===== config.mk =====
export PLATFORM = sky130hd
export DESIGN_NAME = ascii_hex_parser
export DESIGN_NICKNAME = d
export VERILOG_FILES = /design/src/rtl/ascii_hex_parser.sv
export SDC_FILE = /design/constraint.sdc
export NUM_CORES = 1
export LEC_CHECK = 0
export ABC_AREA = 0
export CAP_MARGIN = 40
export CORE_MARGIN = 2
export CORE_UTILIZATION = 54
export DETAILED_ROUTE_END_ITERATION = 12
export PLACE_DENSITY = 0.79
export REMOVE_ABC_BUFFERS = 1
export SLEW_MARGIN = 10
export SYNTH_ARGS = -nofsm -noshare
export SYNTH_HDL_FRONTEND = slang
export SYNTH_SLANG_ARGS = --single-unit

===== constraint.sdc =====
create_clock -name clk -period 3.32 [get_ports clk]
set_input_delay 0.996 -clock clk [delete_from_list [all_inputs] [get_ports clk]]
set_output_delay 0.996 -clock clk [all_outputs]
set_load 0.02 [all_outputs]

===== src/rtl/ascii_hex_parser.sv =====
// Streaming ASCII hex tokenizer: accumulates hex digits MSB-first and emits a
// right-aligned word on each delimiter, flagging bad chars and over-long tokens.
module ascii_hex_parser #(
  parameter int unsigned DIGITS   = 8,
  parameter bit          ALLOW_LC = 1'b1
) (
  input  logic                           clk,
  input  logic                           rst,
  input  logic [7:0]                     ascii_data,
  input  logic                           ascii_valid,
  output logic                           ascii_ready,
  output logic [4*DIGITS-1:0]            hex_data,
  output logic [$clog2(DIGITS+1)-1:0]    hex_ndigits,
  output logic                           hex_valid,
  input  logic                           hex_ready,
  output logic                           err_char,
  output logic                           err_ovf
);

  localparam int unsigned DW = 4 * DIGITS;
  localparam int unsigned CW = $clog2(DIGITS + 1);

  typedef enum logic [1:0] {
    S_IDLE  = 2'd0,
    S_ACCUM = 2'd1,
    S_SKIP  = 2'd2,
    S_EMIT  = 2'd3
  } state_t;

  state_t          state, state_d;
  logic [DW-1:0]   acc, acc_d;
  logic [CW-1:0]   cnt, cnt_d;
  logic [DW-1:0]   hex_data_d;
  logic [CW-1:0]   hex_ndigits_d;
  logic            hex_valid_d;
  logic            err_char_d;
  logic            err_ovf_d;

  logic            is_digit;
  logic            is_delim;
  logic [3:0]      nibble;
  logic            char_acc;

  assign ascii_ready = (state != S_EMIT);
  assign char_acc    = ascii_valid & ascii_ready;

  // Character classification and nibble decode
  always_comb begin
    is_delim = (ascii_data == 8'h20) || (ascii_data == 8'h09) ||
               (ascii_data == 8'h0A) || (ascii_data == 8'h0D) ||
               (ascii_data == 8'h2C);
    is_digit = 1'b0;
    nibble   = 4'h0;
    if (ascii_data >= 8'h30 && ascii_data <= 8'h39) begin
      is_digit = 1'b1;
      nibble   = 4'(ascii_data - 8'h30);
    end else if (ascii_data >= 8'h41 && ascii_data <= 8'h46) begin
      is_digit = 1'b1;
      nibble   = 4'(ascii_data - 8'h37);
    end else if (ALLOW_LC && ascii_data >= 8'h61 && ascii_data <= 8'h66) begin
      is_digit = 1'b1;
      nibble   = 4'(ascii_data - 8'h57);
    end
  end

  // Next-state and registered-output logic
  always_comb begin
    state_d       = state;
    acc_d         = acc;
    cnt_d         = cnt;
    hex_data_d    = hex_data;
    hex_ndigits_d = hex_ndigits;
    hex_valid_d   = hex_valid;
    err_char_d    = 1'b0;
    err_ovf_d     = 1'b0;

    case (state)
      S_IDLE: begin
        if (char_acc) begin
          if (is_digit) begin
            acc_d   = DW'(nibble);
            cnt_d   = CW'(1);
            state_d = S_ACCUM;
          end else if (!is_delim) begin
            err_char_d = 1'b1;
            state_d    = S_SKIP;
          end
        end
      end
      S_ACCUM: begin
        if (char_acc) begin
          if (is_digit) begin
            if (cnt == CW'(DIGITS)) begin
              err_ovf_d = 1'b1;
              acc_d     = '0;
              cnt_d     = '0;
              state_d   = S_SKIP;
            end else begin
              acc_d = (acc << 4) | DW'(nibble);
              cnt_d = cnt + CW'(1);
            end
          end else if (is_delim) begin
            hex_data_d    = acc;
            hex_ndigits_d = cnt;
            hex_valid_d   = 1'b1;
            state_d       = S_EMIT;
          end else begin
            err_char_d = 1'b1;
            acc_d      = '0;
            cnt_d      = '0;
            state_d    = S_SKIP;
          end
        end
      end
      S_SKIP: begin
        if (char_acc && is_delim) begin
          state_d = S_IDLE;
        end
      end
      S_EMIT: begin
        if (hex_ready) begin
          hex_valid_d = 1'b0;
          acc_d       = '0;
          cnt_d       = '0;
          state_d     = S_IDLE;
        end
      end
      default: begin
        state_d = S_IDLE;
      end
    endcase
  end

  always_ff @(posedge clk or posedge rst) begin
    if (rst) begin
      state       <= S_IDLE;
      acc         <= '0;
      cnt         <= '0;
      hex_data    <= '0;
      hex_ndigits <= '0;
      hex_valid   <= 1'b0;
      err_char    <= 1'b0;
      err_ovf     <= 1'b0;
    end else begin
      state       <= state_d;
      acc         <= acc_d;
      cnt         <= cnt_d;
      hex_data    <= hex_data_d;
      hex_ndigits <= hex_ndigits_d;
      hex_valid   <= hex_valid_d;
      err_char    <= err_char_d;
      err_ovf     <= err_ovf_d;
    end
  end

endmodule


; Word level (Yosys, flattened, before mapping)
; Cells that the tools add are included.
[word_totals]
regBits = 77
input_bits = 12
out_inout_bits = 40
elab_cells = 102
[op_classes]
addsub = 4
order_cmp = 6
eq_ne = 20
n_mux = 45
bitwise = 3
n_reduce_logical = 16
[ops]
columns = operator, count
row1 = two-way mux 32 bit, 7
row2 = one-hot mux 32 bit (3 select lines), 1
row3 = two-way mux 4 bit, 10
row4 = bitwise OR 32 x 4 -> 32 bit, 1
row5 = "== test 8 x 4 -> 1 bit, second input constant", 3
row6 = "== test 8 x 6 -> 1 bit, second input constant", 2
row7 = "greater-or-equal comparator 8 x 7 -> 1 bit, second input constant", 2
row8 = "<= comparator 8 x 7 -> 1 bit, second input constant", 2
row9 = two-way mux 1 bit, 16
row10 = two-way mux 2 bit, 8
row11 = "inequality test 2 bit, second input constant", 8
row12 = one-hot mux 4 bit (3 select lines), 1
row13 = AND reduction 6 bit, 2
row14 = "inequality test 3 bit, second input constant", 3
row15 = "greater-or-equal comparator 8 x 6 -> 1 bit, second input constant", 1
row16 = "<= comparator 8 x 6 -> 1 bit, second input constant", 1
row17 = one-hot mux 2 bit (4 select lines), 1
row18 = "subtractor 4 x 3 -> 4 bit, second input constant", 2
row19 = AND reduction 5 bit, 1
row20 = "adder 4 x 1 -> 4 bit, second input constant", 1
row21 = "== test 2 bit, second input constant", 2
row22 = "== test 4 bit, second input constant", 1
row23 = logical AND 1 bit, 4
row24 = logical OR 1 bit, 4
row25 = other kinds (10), 10

; Longest topological paths before layout
; Gate-level depths: netlist (run 1).
[logic_depth]
depth_word = 10
ltp_mapped = 9
ltp_nobuf = 7

; Least setup slack after synthesis (run 1)
; Ideal clock, no wire load.
[synth_timing]
path_kind = input port to flip-flop
start = in ascii_data[0]
end = reg hex_data[0]
setup_ps = 125
arrival_time_ps = 2748
required_ps = 3195
path_slack_ps = 448
stages = 9
n_path_buf = 2
path_cell_list = inv_1 -> ha_1 -> nor2b_1 -> o21ai_0 -> a2111oi_0 -> and4b_1 -> buf_4 -> buf_6 -> mux2_2
[synth_via]
elab_chain_len = 7
word_cells_on_any_way = 23
cone_classes = order compare: 6 / eq/ne: 5 / mux: 3 / bitwise: 1 / reduce/logical: 8
[synth_lines]
columns = item, line_no
row1 = from (decl), 9  ; input logic [7:0] ascii_data,
row2 = greater-or-equal comparator 8 x 7 -> 1 bit or <= comparator 8 x 7 -> 1 bit (tied branches), 60  ; end else if (ALLOW_LC && ascii_data >= 8'h61 && ascii_data <= 8'h66) begin
row3 = logical AND 1 bit, 60
row4 = two-way mux 1 bit, 60
row5 = two-way mux 1 bit, 57  ; end else if (ascii_data >= 8'h41 && ascii_data <= 8'h46) begin
row6 = two-way mux 1 bit, 54  ; if (ascii_data >= 8'h30 && ascii_data <= 8'h39) begin
row7 = NOT 1 bit (no line), --
row8 = AND reduction 4 bit (no line) (*), --
row9 = to (signal assigned), 148  ; hex_data <= hex_data_d;
row10 = to (decl), 12  ; output logic [4*DIGITS-1:0] hex_data,
; Every way passes the cells marked *; elsewhere a longest branch is shown, timed or not.
; A chain may end at the register's enable or synchronous reset.

; Worst setup path in the final report (run 1)
[layout_timing]
start = in ascii_data[0]
end = reg hex_data[17]
; Same word-level chain as after synthesis.

==> results of run 1 <==
## final cells by class
type	instances	area, µm²
fill	437	1900
clock inverter	7	81.3
timing repair buffer	72	718
clock buffer	9	124
tap	77	96.3
multi-input combinational	165	1360
sequential	77	1930
inverter	37	140
## per-stage QoR
stage	TNS [ns]	hold slack (ns)	total power, mW	worst slack, ns	cell area, µm²
6_report	0	0.509	1.91	0.217	4450
5_1_grt	0	0.520	2.01	0.0528	4450
4_1_cts	0	0.515	1.93	0.249	4450
3_5_place_dp	-4.52	0.495	1.21	-0.126	4250
3_3_place_gp	-3.39	0.489	1.20	-0.102	4250
2_1_floorplan	-93.40	0.480	1.14	-2.58	3410
## cell usage in the layout, fill, tap and decap left out, drive strengths merged, types with 2 or more instances in the layout
| cell type | count |
|---|---|
| nand2 | 32 |
| a22oi | 2 |
| clkinvlp | 3 |
| nor2b | 4 |
| o21bai | 2 |
| clkinv | 2 |
| ha | 6 |
| nor3 | 2 |
| nor3b | 3 |
| clkbuf | 9 |
| o21ai | 5 |
| clkdlybuf4s50 | 51 |
| nor2 | 4 |
| dfrtp | 77 |
| a211oi | 2 |
| a21oi | 7 |
| o31ai | 2 |
| inv | 38 |
| o21a | 3 |
| mux2i | 31 |
| buf | 21 |
| nand3 | 4 |
| mux2 | 39 |
| and3 | 2 |
| nand4bb | 2 |
## report_power, final
group          switching (mW)  internal [mW]  leakage, nW
registers              0.0482          0.998         1.01
logic                  0.0757         0.0667        0.891
clock network           0.361          0.356       0.0940
## worst min path at each step
stage / start / end / cells past startpoint / slack [ns]
after floorplan: acc[28]$_DFFE_PP0P_ / hex_data[28]$_DFFE_PP0P_ / 1 / 0.48
after global placement: hex_data[24]$_DFFE_PP0P_ / hex_data[24]$_DFFE_PP0P_ / 1 / 0.49
after detailed placement: acc[31]$_DFFE_PP0P_ / hex_data[31]$_DFFE_PP0P_ / 1 / 0.49
after CTS: hex_data[20]$_DFFE_PP0P_ / hex_data[20]$_DFFE_PP0P_ / 1 / 0.51
after global routing: hex_ndigits[1]$_DFFE_PP0P_ / hex_ndigits[1]$_DFFE_PP0P_ / 1 / 0.52
final: hex_ndigits[1]$_DFFE_PP0P_ / hex_ndigits[1]$_DFFE_PP0P_ / 1 / 0.51
## worst max-delay path: cells and delay by family
kind                       cells  cell delay [ns]
buffers and inverters          4             0.95
adders and majority gates      1             0.13
and+or+nand+nor                2             0.38
AOI/OAI and AO/OA              2             0.50
muxes                          1             0.36
## registers in the layout (all words and copies together), names as in the netlist
register / flops
cnt: 4
hex_valid: 1
acc: 32
err_char: 1
err_ovf: 1
state: 2
hex_data: 32
hex_ndigits: 4
## routing by layer
metal	vias up	wire (µm)	track usage
li1	1124	-	-
met1	1164	2850	0.251
met2	42	3270	0.322
met3	10	200	0.0477
met4	0	110	0.0808
met5	-	0	0
## kinds of logic after synthesis
kind of cell / Yosys count
xor+xnor: 1
buf+inv: 50
fa+ha+maj: 6
mux: 70
compound gates: 29
flops: 77
simple gates: 59
==> results.json, run 1 <==
{
  "power.density_nw_per_um2": 428,
  "synth_ff_type": "dfrtp_1",
  "die_h_um": 85.0,
  "ioPinCount": 52,
  "hold_violations": 0,
  "synth.area.mux_share": 0.212,
  "synthSimpleGateAreaFrac": 0.0863,
  "tightestPinTransition_ns": 0.533,
  "overflow": 0,
  "maxCapViolCount": 0,
  "synth_top_family_by_area": "multiplexers",
  "avgRoutedWirePerCell_um": 14.5,
  "dp_cells": 428,
  "die_x_um": 85.0,
  "layout.nets": 380,
  "floorplan.initialDensity": 0.557,
  "rrSetupSlack_ns": 1.44,
  "syn_avg_cell_area_um2": 12.1,
  "fin_util": 0.701,
  "synth_area_um2": 3540,
  "io_buffers": 51,
  "arrival_ns": 3.34,
  "period_share": 0.934,
  "r2r_cells": 4,
  "ys_seq_elements": 77,
  "synthTopCellsByArea": "dfrtp_1 54%, mux2_2 12%, mux2i_1 8.8%",
  "cts_resized": 0,
  "synth_xor_xnor_area_share": 0.00248,
  "insertion_delay_ns": 0.35,
  "end_kind": "register",
  "ys_async_sr_fraction": 1.00,
  "drtIter0Drc": 108,
  "crit_fanout": 26,
  "maxSlewHeadroom": 0.645,
  "r2r_start": "state[1]$_DFFE_PP0P_",
  "ys_types": 37,
  "timing.rr.end": "acc[1]$_DFFE_PP0P_",
  "synth_edf_count": 0,
  "syn_inst": 292,
  "grt_max_degree": 50,
  "drc": 0,
  "yosys.area.top_type": "dfrtp_1",
  "fmax_ghz": 0.322,
  "synth.most_common_cell": "dfrtp_1",
  "drt_first_pass_iters": 4,
  "htreeDepth": 3,
  "cp_cell_sequence": "clkdlybuf4s50_1 > inv_1 > ha_1 > nor2b_1 > o21ai_0 > a2111oi_0 > buf_4 > and4b_2 > buf_12 > mux2_2",
  "startpoint": "ascii_data[0]",
  "status": "finished, final reports clean",
  "ir_worst_vdd_uv": 249,
  "routed_wl_mm": 6.42,
  "grt_pass1_vias": 2381,
  "gp_congestion": 0.855,
  "core.rowCount": 29,
  "grt_use_total": 0.197,
  "cts.reportedPaths.clkPinSlew_ns": 0.08,
  "period_needed_ns": 3.10,
  "rsz0062_at_grt": "no",
  "cts_tree": "built",
  "dieArea_um2": 7220,
  "endpoint": "hex_data[17]$_DFFE_PP0P_",
  "ant_nets": 0,
  "slowest_stage": "clkdlybuf4s50_1",
  "hpwl_mm": 4.65,
  "cts_max_path_buffers": 2,
  "setup_viol": 0,
  "fin_cells": 444,
  "crit_required_ns": 3.56,
  "antenna_found_initial": 0,
  "yosysWarnings": 0,
  "synth-seq-area-share": 0.545,
  "coreArea_um2": 6350,
  "layout-drive-gt1-share": 0.226,
  "hold_buffers": 0,
  "syn_to_final_growth_pct": 25.8,
  "crit_path_max_incr_delay_ns": 0.46,
  "start_kind": "primary input",
  "synth-adder-area-share": 0.0212,
  "grt_pass1_wl_mm": 11.3,
  "antennaDiodeCount": 0,
  "ys_top_cells_by_count": "77 x dfrtp_1, 39 x mux2_2, 37 x inv_1",
  "finClkSkew_ns": 0.00931,
  "yosys.area.top_type_share": 0.545,
  "slew_violations": 0,
  "synth_compound_area_frac": 0.0594,
  "leakagePower_nw": 1.99,
  "crit_type": "in -> reg",
  "vias_per_cell": 5.27,
  "vias": 2340,
  "cts_buffers": 9,
  "post_cts_buffers": 0,
  "root_buffer": "clkbuf_8",
  "hp-class": "reg -> reg",
  "cts.sinks": 77
}
Note: power is estimated with default switching activity, not from simulation.
==> inputs of run 2 (changes only) <==
GPL_ROUTABILITY_DRIVEN = 0   (was unset)
==> results of run 2 <==
No change in the layout: final DEF, timing and power equal those of run 1.
==> inputs of run 3 (changes only) <==
SLEW_MARGIN = 40   (was 10)
==> results of run 3 <==
No change in the layout: final DEF, timing and power equal those of run 1.
